<file path="config.mk">
export PLATFORM = sky130hd
export DESIGN_NAME = text_vram_writer
export DESIGN_NICKNAME = d
export VERILOG_FILES = /design/src/rtl/text_vram_writer.sv
export SDC_FILE = /design/constraint.sdc
export NUM_CORES = 1
export LEC_CHECK = 0
export BUFFER_PORTS_ARGS = -buffer_cell sky130_fd_sc_hd__buf_2
export CELL_PAD_IN_SITES_DETAIL_PLACEMENT = 0
export CELL_PAD_IN_SITES_GLOBAL_PLACEMENT = 1
export CORE_ASPECT_RATIO = 0.6
export CORE_MARGIN = 3
export CORE_UTILIZATION = 35
export DETAILED_ROUTE_END_ITERATION = 6
export GPL_ROUTABILITY_DRIVEN = 0
export GPL_TIMING_DRIVEN = 0
export MAX_ROUTING_LAYER = met4
export PLACE_DENSITY = 0.81
export SLEW_MARGIN = 30
export SYNTH_ARGS = -nofsm -noshare
export SYNTH_HDL_FRONTEND = slang
export SYNTH_SLANG_ARGS = --single-unit
</file>
<file path="constraint.sdc">
create_clock -name axi_aclk -period 3.8 [get_ports axi_aclk]
set_input_delay 0 -clock axi_aclk [delete_from_list [all_inputs] [get_ports axi_aclk]]
set_output_delay 0 -clock axi_aclk [all_outputs]
set_load 0.01 [all_outputs]
</file>
<file path="src/rtl/text_vram_writer.sv">
// Text-mode VRAM write producer: turns an ASCII/control byte stream into byte-enabled
// writes on a 32-bit packed VRAM port (4 chars/word) and tracks the cursor.
// Optional feature: define TEXT_WRITER_AUTOCLEAR_EN to blank each newly entered row.
module text_vram_writer #(
  parameter int unsigned COLS       = 80,
  parameter int unsigned ROWS       = 30,
  parameter logic [7:0]  CLEAR_CHAR = 8'h20
) (
  input  logic        axi_aclk,
  input  logic        axi_aresetn,
  input  logic [7:0]  in_data,
  input  logic        in_inv,
  input  logic        in_valid,
  output logic        in_ready,
  output logic        vram_we,
  output logic [9:0]  vram_addr,
  output logic [3:0]  vram_be,
  output logic [31:0] vram_wdata,
  output logic [6:0]  cursor_col,
  output logic [4:0]  cursor_row,
  output logic        busy
);

  localparam int unsigned Words    = COLS * ROWS / 4;
  localparam int unsigned RowWords = COLS / 4;

`ifdef TEXT_WRITER_AUTOCLEAR_EN
  localparam bit AutoClr = 1'b1;
`else
  localparam bit AutoClr = 1'b0;
`endif

  typedef enum logic [1:0] {StIdle, StClearRow, StClearAll} state_t;

  state_t      r_state, w_state_next;
  logic        r_we;
  logic [9:0]  r_addr;
  logic [3:0]  r_be;
  logic [31:0] r_wdata;
  logic [6:0]  r_col;
  logic [4:0]  r_row;
  logic [9:0]  r_cnt;   // next clear word address
  logic [9:0]  r_end;   // last clear word address

  logic [6:0]  w_code;
  logic        w_fire;
  logic        w_printable;
  logic        w_wrap;
  logic        w_row_adv;
  logic        w_clr_done;
  logic [11:0] w_idx;
  logic [11:0] w_bs_idx;
  logic [4:0]  w_row_next;
  logic [9:0]  w_row_base;
  logic        w_unused_bit7;

  assign w_code        = in_data[6:0];
  assign w_unused_bit7 = in_data[7];
  assign w_fire        = in_valid && (r_state == StIdle);
  assign w_printable   = (w_code >= 7'h20) && (w_code <= 7'h7E);
  assign w_wrap        = (r_col == 7'(COLS - 1));
  assign w_row_adv     = (w_printable && w_wrap) || (w_code == 7'h0A);
  assign w_clr_done    = (r_cnt == r_end);
  assign w_idx         = 12'(r_row * COLS + r_col);
  assign w_bs_idx      = w_idx - 12'd1;
  assign w_row_next    = (r_row == 5'(ROWS - 1)) ? 5'd0 : r_row + 5'd1;
  assign w_row_base    = 10'(w_row_next * RowWords);

  // State register
  always_ff @(posedge axi_aclk or negedge axi_aresetn) begin
    if (!axi_aresetn) r_state <= StIdle;
    else              r_state <= w_state_next;
  end

  // Next-state: form feed clears everything, row advance clears the new row if enabled
  always_comb begin
    w_state_next = r_state;
    unique case (r_state)
      StIdle: begin
        if (w_fire && (w_code == 7'h0C))         w_state_next = StClearAll;
        else if (w_fire && AutoClr && w_row_adv) w_state_next = StClearRow;
      end
      StClearRow, StClearAll: begin
        if (w_clr_done) w_state_next = StIdle;
      end
      default: w_state_next = StIdle;
    endcase
  end

  // Handshake and status outputs; ready is held low while reset is asserted
  always_comb begin
    busy     = (r_state != StIdle);
    in_ready = (r_state == StIdle) && axi_aresetn;
  end

  // Cursor, clear counter and registered write port
  always_ff @(posedge axi_aclk or negedge axi_aresetn) begin
    if (!axi_aresetn) begin
      r_we    <= 1'b0;
      r_addr  <= '0;
      r_be    <= '0;
      r_wdata <= '0;
      r_col   <= '0;
      r_row   <= '0;
      r_cnt   <= '0;
      r_end   <= '0;
    end else begin
      r_we <= 1'b0;
      if (w_fire) begin
        if (w_printable) begin
          r_we    <= 1'b1;
          r_addr  <= w_idx[11:2];
          r_be    <= 4'b0001 << w_idx[1:0];
          r_wdata <= {4{in_inv, w_code}};
          if (w_wrap) begin
            r_col <= '0;
            r_row <= w_row_next;
          end else begin
            r_col <= r_col + 7'd1;
          end
        end else begin
          case (w_code)
            7'h0A: begin
              r_col <= '0;
              r_row <= w_row_next;
            end
            7'h0D: r_col <= '0;
            7'h08: begin
              if (r_col != 7'd0) begin
                r_col   <= r_col - 7'd1;
                r_we    <= 1'b1;
                r_addr  <= w_bs_idx[11:2];
                r_be    <= 4'b0001 << w_bs_idx[1:0];
                r_wdata <= {4{CLEAR_CHAR}};
              end
            end
            7'h0C: begin
              r_cnt <= '0;
              r_end <= 10'(Words - 1);
            end
            default: ;
          endcase
        end
        if (AutoClr && w_row_adv) begin
          r_cnt <= w_row_base;
          r_end <= w_row_base + 10'(RowWords - 1);
        end
      end else if (r_state != StIdle) begin
        r_we    <= 1'b1;
        r_addr  <= r_cnt;
        r_be    <= 4'hF;
        r_wdata <= {4{CLEAR_CHAR}};
        r_cnt   <= r_cnt + 10'd1;
        // Home the cursor as the full-screen clear finishes
        if (w_clr_done && (r_state == StClearAll)) begin
          r_col <= '0;
          r_row <= '0;
        end
      end
    end
  end

  assign vram_we    = r_we;
  assign vram_addr  = r_addr;
  assign vram_be    = r_be;
  assign vram_wdata = r_wdata;
  assign cursor_col = r_col;
  assign cursor_row = r_row;

endmodule
</file>
==> summary.md <==
| Metric | Value |
|---|---|
| CP startpoint kind | `flop` |
| Place WS | `604 ps` |
| Hold Crit Class | `in -> reg` |
| Layout filler cell count | `853` |
| PostCTS Resize Cnt | `0` |
| Pwr dens | `524 mW/mm^2` |
| Antenna Cells | `0` |
| #FFs+latches synth | `47` |
| WS Path Type | `reg -> reg` |
| Final design utilization | `0.446` |
| Wire per inst | `16.1 um` |
| Setup TNS | `0 ps` |
| Hold_buf cts | `4` |
| Routed Antenna Nets | `0` |
| Run status | `finished clean` |
| Grt total ovfl | `0` |
| Final Cell Area | `0.00386 mm^2` |
| Layout cells sized above 1 | `0.273` |
| Cells after Synth | `350` |
| Seq/Total Area, Yosys | `0.371` |
| WHS | `4.88 ps` |
| Synthesized area | `0.00317 mm^2` |
| Total CTS buffers | `5` |
| Clock Skew | `7.47 ps` |
| Unique cell type count in the Yosys netlist | `54` |
| Drt first pass iters | `6` |
| Post-DP HPWL | `6.60 mm` |
| Final Max Slew Viols | `0` |
| Nature of the critical path endpoint | `flop` |
| CP Data Arrival Time | `3340 ps` |
| Mean post-synth cell area | `9.06 um^2` |
| CTS tree | `built` |
| Clock sink count | `47` |
| Effective utilization at floorplan | `0.367` |
| Max VDD drop | `0.272 mV` |
| Post-DR vias/cell | `5.36` |
| IO Port Bufs | `70` |
| Postcts setup bufs | `0` |
| Drt drc | `0` |
| Leak | `1.88 nW` |
| Measured slew at the worst slew-check pin | `686 ps` |
| Chip width | `129 um` |
| H-tree Lvls | `2` |
| Std-Cell Core Area | `0.00865 mm^2` |
| Cell Area, Placed | `0.00366 mm^2` |
| # rows | `26` |
| Max Clock Freq | `315 MHz` |
| Crit share post-route | `0.836` |
| Global-route wire length before repair | `13.9 mm` |
| Slew HR | `0.538` |
| Max Cap Viol | `0` |
| Worst-path fanout max | `7` |
| Synth async-reset ratio | `1.00` |
| Die height | `79.7 um` |
| Clock slew at reported path FFs | `70 ps` |
| Unrepaired setup endpoints after global routing | `false` |
| GRT Overall Usage | `0.176` |
| Clock buffer depth | `2` |
| Required @ worst endpoint | `3960 ps` |
| Setup ws final | `622 ps` |
| Clk root buf | `clkbuf_16` |
| Initial drt markers | `206` |
| I/O pins | `73` |
| Vias in the first global route | `2705` |
| Synth Net Count | `380` |
| Synth warn | `0` |
| Post-synth EDFFs | `0` |
| Initial antenna violation count | `0` |
| Area delta synth->final | `21.7%` |
| Clk_lat worst skew | `300 ps` |
| Die ar. | `0.0103 mm^2` |
| Routed WL | `8.75 mm` |
| Layout Nets | `461` |
| # setup viols final | `0` |
| Largest net degree at the start of global routing | `49` |
| Final hold viol count | `0` |
| Synth Flop Type | `dfrtp_1` |
| Minimum clock period | `3180 ps` |
| Vias | `2917` |
==> final cells by class <==
class | instances | area (um^2) | share of cell area
flip-flops and latches | 47 | 1180 | 0.305
plain buffers | 38 | 241 | 0.0626
multi-input cells | 251 | 1700 | 0.441
inverters | 14 | 52.6 | 0.0136
clock inverters | 2 | 16.3 | 0.00421
clock buffers | 6 | 139 | 0.0360
well taps | 112 | 140 | 0.0363
repair buffers | 74 | 393 | 0.102
==> metrics by stage <==
step / power, mW / cells
2_1_floorplan: 1.26 / 350
3_3_place_gp: 1.53 / 532
3_5_place_dp: 1.55 / 532
4_1_cts: 2.03 / 544
5_1_grt: 2.17 / 544
6_report: 2.02 / 544
==> worst paths after layout <==
| path | from | end | slack, ps | depth (start not counted) |
|---|---|---|---|---|
| max | cursor_row[1] | vram_addr[9] | 620 | 9 |
| min | in_data[2] | vram_wdata[26] | 5 | 2 |
| max reg2reg | cursor_row[1] | vram_addr[9] | 620 | 9 |
| min reg2reg | vram_addr[1] | vram_addr[1] | 480 | 2 |
| max in group asynchronous | axi_aresetn | r_state[1] | 3110 | 2 |
| min in group asynchronous | axi_aresetn | vram_be[2] | 270 | 2 |
==> synthesized netlist by cell type (2+ instances only) <==
master | number | area, um^2
a21o_1 | 9 | 67.6
a21oi_1 | 18 | 90.1
a222oi_1 | 2 | 20.0
a22o_1 | 10 | 87.6
a22oi_1 | 4 | 30.0
a31oi_1 | 2 | 12.5
a32o_1 | 2 | 20.0
and3_1 | 5 | 31.3
buf_4 | 26 | 195
clkbuf_1 | 11 | 41.3
dfrtp_1 | 47 | 1180
fa_1 | 2 | 40.0
ha_1 | 16 | 200
inv_1 | 13 | 48.8
mux2i_1 | 2 | 20.0
nand2_1 | 25 | 93.8
nand3_1 | 17 | 85.1
nand4_1 | 6 | 37.5
nor2_1 | 27 | 101
nor2b_1 | 4 | 25.0
nor3_1 | 6 | 30.0
nor4_1 | 7 | 43.8
o211ai_1 | 3 | 22.5
o21a_1 | 4 | 30.0
o21ai_0 | 18 | 90.1
o21bai_1 | 2 | 15.0
o22a_2 | 3 | 30.0
o22ai_1 | 5 | 31.3
o31ai_1 | 2 | 15.0
o41ai_1 | 2 | 17.5
or3_1 | 2 | 12.5
or4_1 | 4 | 30.0
xnor2_1 | 14 | 123
xor2_1 | 10 | 87.6
==> routing by layer <==
layer / GRT usage / share of wire
met3: 0.0394 / 0.089
met5: - / 0
met2: 0.236 / 0.39
met4: 0.0377 / 0.0094
met1: 0.268 / 0.52
==> sequential cells by signal (all words and copies together) (netlist names) <==
signal / flops
vram_addr: 10
cursor_col: 7
vram_wdata: 8
vram_we: 1
vram_be: 4
cursor_row: 5
r_cnt: 10
r_end: 1
r_state: 1
==> critical path, stage by stage (launching register included) <==
cell	delay (ps)
dfrtp_1	470
ha_1	350
ha_1	220
fa_1	540
or3_1	400
a211oi_1	300
o21ai_0	220
a21oi_1	220
xor2_1	230
o31ai_1	90
==> cells in the final DEF, fill, tap and decap left out, types with 10 or more instances in the layout <==
master,count
xor2_1,10
inv_1,13
buf_4,27
nand3_1,17
ha_1,16
a21oi_1,18
buf_2,70
o21ai_0,18
a22o_1,10
xnor2_1,14
nand2_1,25
nor2_1,27
clkbuf_1,11
dfrtp_1,47
==> cell families after synthesis <==
family / after synthesis / share of synthesized area
AO/OA/AOI/OAI: 95 / 0.206
adder cells (fa/ha/maj): 18 / 0.0757
multiplexers: 3 / 0.00986
AND/OR/NAND/NOR: 111 / 0.179
XOR/XNOR: 24 / 0.0663
flip-flops: 47 / 0.371
buffers and inverters: 52 / 0.0927
==> power by group <==
part	leakage (nW)	total (mW)	switching [mW]	internal [mW]
Clock	0.0731	0.469	0.205	0.263
Sequential	0.588	0.748	0.128	0.620
Combinational	1.21	0.805	0.482	0.323
Power figures use the tool's default switching activity.
